<file path="src/rtl/sram_result_drain.sv">
`default_nettype none
// ============================================================================
// Module      : sram_result_drain
// Description : Credit-based result SRAM reader feeding a valid/ready stream.
// Revision    : 1.0 - initial release
// ============================================================================
module sram_result_drain #(
    parameter int ADDR_WIDTH = 16,
    parameter int DATA_WIDTH = 32,
    parameter int FIFO_DEPTH = 4
) (
    input  logic                  clk,
    input  logic                  reset_n,
    input  logic                  start_valid,
    output logic                  start_ready,
    input  logic [ADDR_WIDTH-1:0] start_base_addr,
    input  logic [15:0]           start_count,
    output logic [ADDR_WIDTH-1:0] dut__tb__sram_result_read_address,
    input  logic [DATA_WIDTH-1:0] tb__dut__sram_result_read_data,
    output logic                  out_valid,
    input  logic                  out_ready,
    output logic [DATA_WIDTH-1:0] out_data,
    output logic                  out_last,
    output logic                  done
);

    localparam int PW = $clog2(FIFO_DEPTH);
    localparam int CW = PW + 1;

    typedef enum logic [1:0] {
        S_IDLE  = 2'd0,
        S_READ  = 2'd1,
        S_DRAIN = 2'd2
    } state_t;

    state_t                r_state;
    state_t                w_state_next;
    logic [ADDR_WIDTH-1:0] r_addr;
    logic [15:0]           r_remaining;
    logic                  r_pend_a;
    logic                  r_last_a;
    logic                  r_pend_d;
    logic                  r_last_d;
    logic                  r_done;
    logic [DATA_WIDTH-1:0] r_mem_data [FIFO_DEPTH];
    logic                  r_mem_last [FIFO_DEPTH];
    logic [PW-1:0]         r_wr_ptr;
    logic [PW-1:0]         r_rd_ptr;
    logic [CW-1:0]         r_entries;

    logic                  w_handshake;
    logic [1:0]            w_outstanding;
    logic [CW:0]           w_used;
    logic                  w_credit;
    logic                  w_issue;
    logic                  w_issue_first;
    logic                  w_issue_last;
    logic                  w_done_next;
    logic                  w_push;
    logic                  w_pop;
    logic                  w_head_last;

    // A read is in flight for two cycles: address stage, then data stage.
    assign w_handshake   = start_valid && (r_state == S_IDLE);
    assign w_outstanding = {1'b0, r_pend_a} + {1'b0, r_pend_d};
    assign w_used        = (CW+1)'(r_entries) + (CW+1)'(w_outstanding);
    assign w_credit      = w_used < (CW+1)'(FIFO_DEPTH);
    assign w_push        = r_pend_d;
    assign w_pop         = out_valid && out_ready;
    assign w_head_last   = r_mem_last[r_rd_ptr];

    always_comb begin
        w_state_next  = r_state;
        w_issue       = 1'b0;
        w_issue_first = 1'b0;
        w_issue_last  = 1'b0;
        w_done_next   = 1'b0;
        case (r_state)
            S_IDLE: begin
                if (w_handshake) begin
                    if (start_count == 16'd0) begin
                        w_done_next = 1'b1;
                    end else begin
                        w_issue       = 1'b1;
                        w_issue_first = 1'b1;
                        w_issue_last  = (start_count == 16'd1);
                        w_state_next  = w_issue_last ? S_DRAIN : S_READ;
                    end
                end
            end
            S_READ: begin
                if (w_credit && (r_remaining != 16'd0)) begin
                    w_issue      = 1'b1;
                    w_issue_last = (r_remaining == 16'd1);
                    if (w_issue_last) begin
                        w_state_next = S_DRAIN;
                    end
                end
            end
            S_DRAIN: begin
                if (w_pop && w_head_last) begin
                    w_state_next = S_IDLE;
                    w_done_next  = 1'b1;
                end
            end
            default: w_state_next = S_IDLE;
        endcase
    end

    always_ff @(posedge clk or negedge reset_n) begin
        if (!reset_n) begin
            r_state     <= S_IDLE;
            r_addr      <= '0;
            r_remaining <= '0;
            r_pend_a    <= 1'b0;
            r_last_a    <= 1'b0;
            r_pend_d    <= 1'b0;
            r_last_d    <= 1'b0;
            r_done      <= 1'b0;
        end else begin
            r_state  <= w_state_next;
            r_done   <= w_done_next;
            r_pend_a <= w_issue;
            r_last_a <= w_issue_last;
            r_pend_d <= r_pend_a;
            r_last_d <= r_last_a;
            if (w_issue) begin
                r_addr <= w_issue_first ? start_base_addr : r_addr + ADDR_WIDTH'(1);
            end
            if (w_issue_first) begin
                r_remaining <= start_count - 16'd1;
            end else if (w_issue) begin
                r_remaining <= r_remaining - 16'd1;
            end
        end
    end

    // Output FIFO; the head entry drives the stream directly (no bypass).
    always_ff @(posedge clk or negedge reset_n) begin
        if (!reset_n) begin
            for (int i = 0; i < FIFO_DEPTH; i++) begin
                r_mem_data[i] <= '0;
                r_mem_last[i] <= 1'b0;
            end
            r_wr_ptr  <= '0;
            r_rd_ptr  <= '0;
            r_entries <= '0;
        end else begin
            if (w_push) begin
                r_mem_data[r_wr_ptr] <= tb__dut__sram_result_read_data;
                r_mem_last[r_wr_ptr] <= r_last_d;
                r_wr_ptr             <= r_wr_ptr + PW'(1);
            end
            if (w_pop) begin
                r_rd_ptr <= r_rd_ptr + PW'(1);
            end
            case ({w_push, w_pop})
                2'b10:   r_entries <= r_entries + CW'(1);
                2'b01:   r_entries <= r_entries - CW'(1);
                default: r_entries <= r_entries;
            endcase
        end
    end

    assign start_ready                       = (r_state == S_IDLE);
    assign dut__tb__sram_result_read_address = r_addr;
    assign out_valid                         = (r_entries != '0);
    assign out_data                          = r_mem_data[r_rd_ptr];
    assign out_last                          = out_valid && w_head_last;
    assign done                              = r_done;

endmodule
`default_nettype wire

</file>
<file path="config.mk">
export PLATFORM = sky130hd
export DESIGN_NAME = sram_result_drain
export DESIGN_NICKNAME = d
export VERILOG_FILES = /design/src/rtl/sram_result_drain.sv
export SDC_FILE = /design/constraint.sdc
export NUM_CORES = 1
export LEC_CHECK = 0
export CORE_MARGIN = 10
export CORE_UTILIZATION = 45
export CTS_BUF_LIST = sky130_fd_sc_hd__clkbuf_16
export CTS_CLUSTER_DIAMETER = 80
export DETAILED_ROUTE_END_ITERATION = 8
export GPL_TIMING_DRIVEN = 0
export HOLD_SLACK_MARGIN = 0.05
export PLACE_DENSITY = 0.66
export SLEW_MARGIN = 40
export SYNTH_ARGS = -nofsm -noshare
export SYNTH_HDL_FRONTEND = slang
export SYNTH_SLANG_ARGS = --single-unit
</file>
<file path="constraint.sdc">
create_clock -name clk -period 3.2 [get_ports clk]
set_clock_uncertainty 0.2 [all_clocks]
set_input_delay 0.48 -clock clk [delete_from_list [all_inputs] [get_ports clk]]
set_output_delay 0.48 -clock clk [all_outputs]
set_load 0.03 [all_outputs]
</file>
==> impl_metrics.json <==
{
  "tns_ns": 0,
  "outcome": "finished, final reports clean",
  "diodes": 0,
  "worst_hold_slack_ns": 0.161,
  "ys_types": 64,
  "cp_cell_sequence": "buf_4 -> mux4_2 -> clkdlybuf4s50_1",
  "async_flop_share_pct": 100,
  "via_per_inst": 5.72,
  "die_h_um": 158,
  "layout_common_cells": "dfrtp_1 (177), mux2_2 (133), clkdlybuf4s50_1 (117), mux4_2 (33), nand2_1 (29)",
  "fillers": 1518,
  "use_met1_pct": 21.4,
  "area_delta_synth_final_pct": 25.0,
  "hold_path.class": "flop to flop",
  "dr.pass1.iters": 5,
  "cp-end-kind": "output pin",
  "maxCapViolCount": 0,
  "cts_tree": "done",
  "grt_pass1_vias": 6314,
  "cts_sinks": 178,
  "clk_latency_ns": 0.43,
  "slew_viol_final": 0,
  "initial_utilization_pct": 45.8,
  "cts.reportedPaths.clkPinSlew_ns": 0.07,
  "wirelength_mm": 20.9,
  "place_congestion": 0.869,
  "regArea_mm2": 0.00446,
  "synth-xor-area-share_pct": 3.16,
  "instances_no_fill": 1027,
  "grt_antenna_before_repair": 0,
  "synth_fa_ha_area_share_pct": 1.98,
  "row_count": 50,
  "worstMarginPinSlew_ns": 0.869,
  "crit_type": "flop to output pin",
  "fmax_ghz": 0.325,
  "synthMuxAreaShare_pct": 26.5,
  "grt_max_degree": 69,
  "ir_drop_v": 0.000418,
  "synth-seq-cells": 178,
  "slew_headroom_pct": 41.5,
  "critical-path-max-stage-delay_ns": 0.62,
  "setup_viol_count_final": 0,
  "finalHoldViolations": 0,
  "synth.avg_cell_area_um2": 13.4,
  "fin_crit_ns": 3.08,
  "drcViolationCount": 0,
  "synth_warnings": 0,
  "final_common_cell": "dfrtp_1",
  "synth_nets": 720,
  "cts_root_buf": "clkbuf_16",
  "ant_nets": 0,
  "power_mw": 11.8,
  "place_area_mm2": 0.0101,
  "slowest_stage": "clkdlybuf4s50_1",
  "synth-main-ff-cell": "dfrtp_1",
  "yosysSeqAreaShare_pct": 51.8,
  "synth_compound_area_share_pct": 5.46,
  "grtUsageTotal_pct": 17.0,
  "rsz0062_at_grt": "false",
  "dieArea_mm2": 0.0250,
  "synth_top_family_by_area": "multiplexers",
  "critPathArrivalTime_ns": 2.40,
  "met3_usage_pct": 4.18,
  "cp-start-kind": "flop",
  "clock_path_buffers": 2,
  "h-tree-depth": 4,
  "synthSimpleGateAreaFrac_pct": 8.62,
  "crit_required_ns": 2.52,
  "core_mm2": 0.0188,
  "synth_edf_count": 0,
  "io_pins": 120,
  "grtUsageMet2_pct": 28.6,
  "vias": 5873,
  "drive_gt1_share_pct": 28.1,
  "stdcell_area_mm2": 0.0107,
  "grt_first_pass_wirelength_mm": 33.3,
  "grt_overflow": 0,
  "synth_cells": 639,
  "fin_crit_sh_pct": 96.3,
  "p_leak_nw": 4.33,
  "wire_per_inst_um": 20.4,
  "hpwl_mm": 15.0,
  "drt_iter0_drc": 339,
  "crit_fanout": 10,
  "cts_buffers": 17,
  "final_nets": 861,
  "multi_input_area_mm2": 0.00393,
  "dp_cells": 994,
  "gr-max-usage-layer": "met2",
  "p_per_area_mw_per_mm2": 1100,
  "die_x_um": 158,
  "syn_area_mm2": 0.00859,
  "io_buffers": 119
}
==> stage by stage <==
stage / setup slack [ns] / util (%)
floorplan: 0.519 / -
global placement: -5.50 / 53.7
detailed placement: -0.230 / 54.0
CTS: 0.0100 / 57.1
global route: 0.0105 / 57.3
finish: 0.118 / 57.3
==> report_power, final <==
| group | internal [mW] | switching, mW | total, mW |
|---|---|---|---|
| sequential | 3.33 | 0.696 | 4.02 |
| combinational | 2.92 | 2.86 | 5.79 |
| clock | 1.08 | 0.903 | 1.98 |
==> synthesized netlist by cell type (all sizes together), types with 14 or more instances <==
cell type	number	area [µm²]
dfrtp	178	4450
mux2	133	1500
mux4	33	743
nand2	31	131
o21ai	24	120
buf	21	110
nor2	21	78.8
xor2	19	166
nor4	17	128
clkbuf	14	52.6
nand3	14	70.1
==> path summary, 6_finish.rpt <==
kind	slack, ns	cells after the start	endpoint	from
max	0.12	3	out_data[29]	r_rd_ptr[0]
min	0.16	0	r_last_d	r_last_a
max reg2reg	0.21	8	dut__tb__sram_result_read_address[14]	r_remaining[0]
min reg2reg	0.16	0	r_last_d	r_last_a
max in group asynchronous	1.47	4	dut__tb__sram_result_read_address[4]	reset_n
min in group asynchronous	0.37	2	r_mem_data[9]	reset_n
==> worst max-delay path: cells and delay by family, from the launching register on <==
family                 cells  cell delay [ns]
buffers and inverters      2             0.91
flip-flops                 1             0.52
multiplexers               1             0.54
==> kinds of logic after synthesis <==
| kind of cell | Yosys count |
|---|---|
| AND/OR/NAND/NOR | 131 |
| AO/OA/AOI/OAI | 69 |
| multiplexers | 170 |
| buffers and inverters | 47 |
| flip-flops | 178 |
| adder cells (fa/ha/maj) | 13 |
| XOR/XNOR | 31 |
==> layer usage <==
layer	up-vias	routed length [µm]
li1	2677	-
met1	3034	9240
met2	140	10600
met3	22	917
met4	0	170
met5	-	0
==> registers in the layout (all words and copies together) (netlist names) <==
name,flops
r_last_a,1
r_mem_data,128
r_mem_last,4
dut__tb__sram_result_read_address,16
r_pend_a,1
r_rd_ptr,2
r_last_d,1
r_state,2
r_pend_d,1
r_entries,3
r_remaining,16
r_wr_ptr,2
done,1
==> layout make-up <==
class / instances / share of cell area (%)
sequential: 178 / 41.5
multi-input combinational: 414 / 36.6
timing repair buffer: 124 / 11.9
clock buffer: 17 / 3.96
tap: 234 / 2.72
buffer: 33 / 1.70
clock inverter: 15 / 1.23
inverter: 12 / 0.419
==> timing repair <==
action / in CTS / in global routing
setup buffers: 0 / 2
endpoints found under the hold margin: 62 / 0
hold buffers: 1 / 0
resized for setup: 8 / 5
endpoints found under the setup margin: 30 / 25
pin swaps: 0 / 1
No activity file was read; power rests on OpenSTA's default activity.
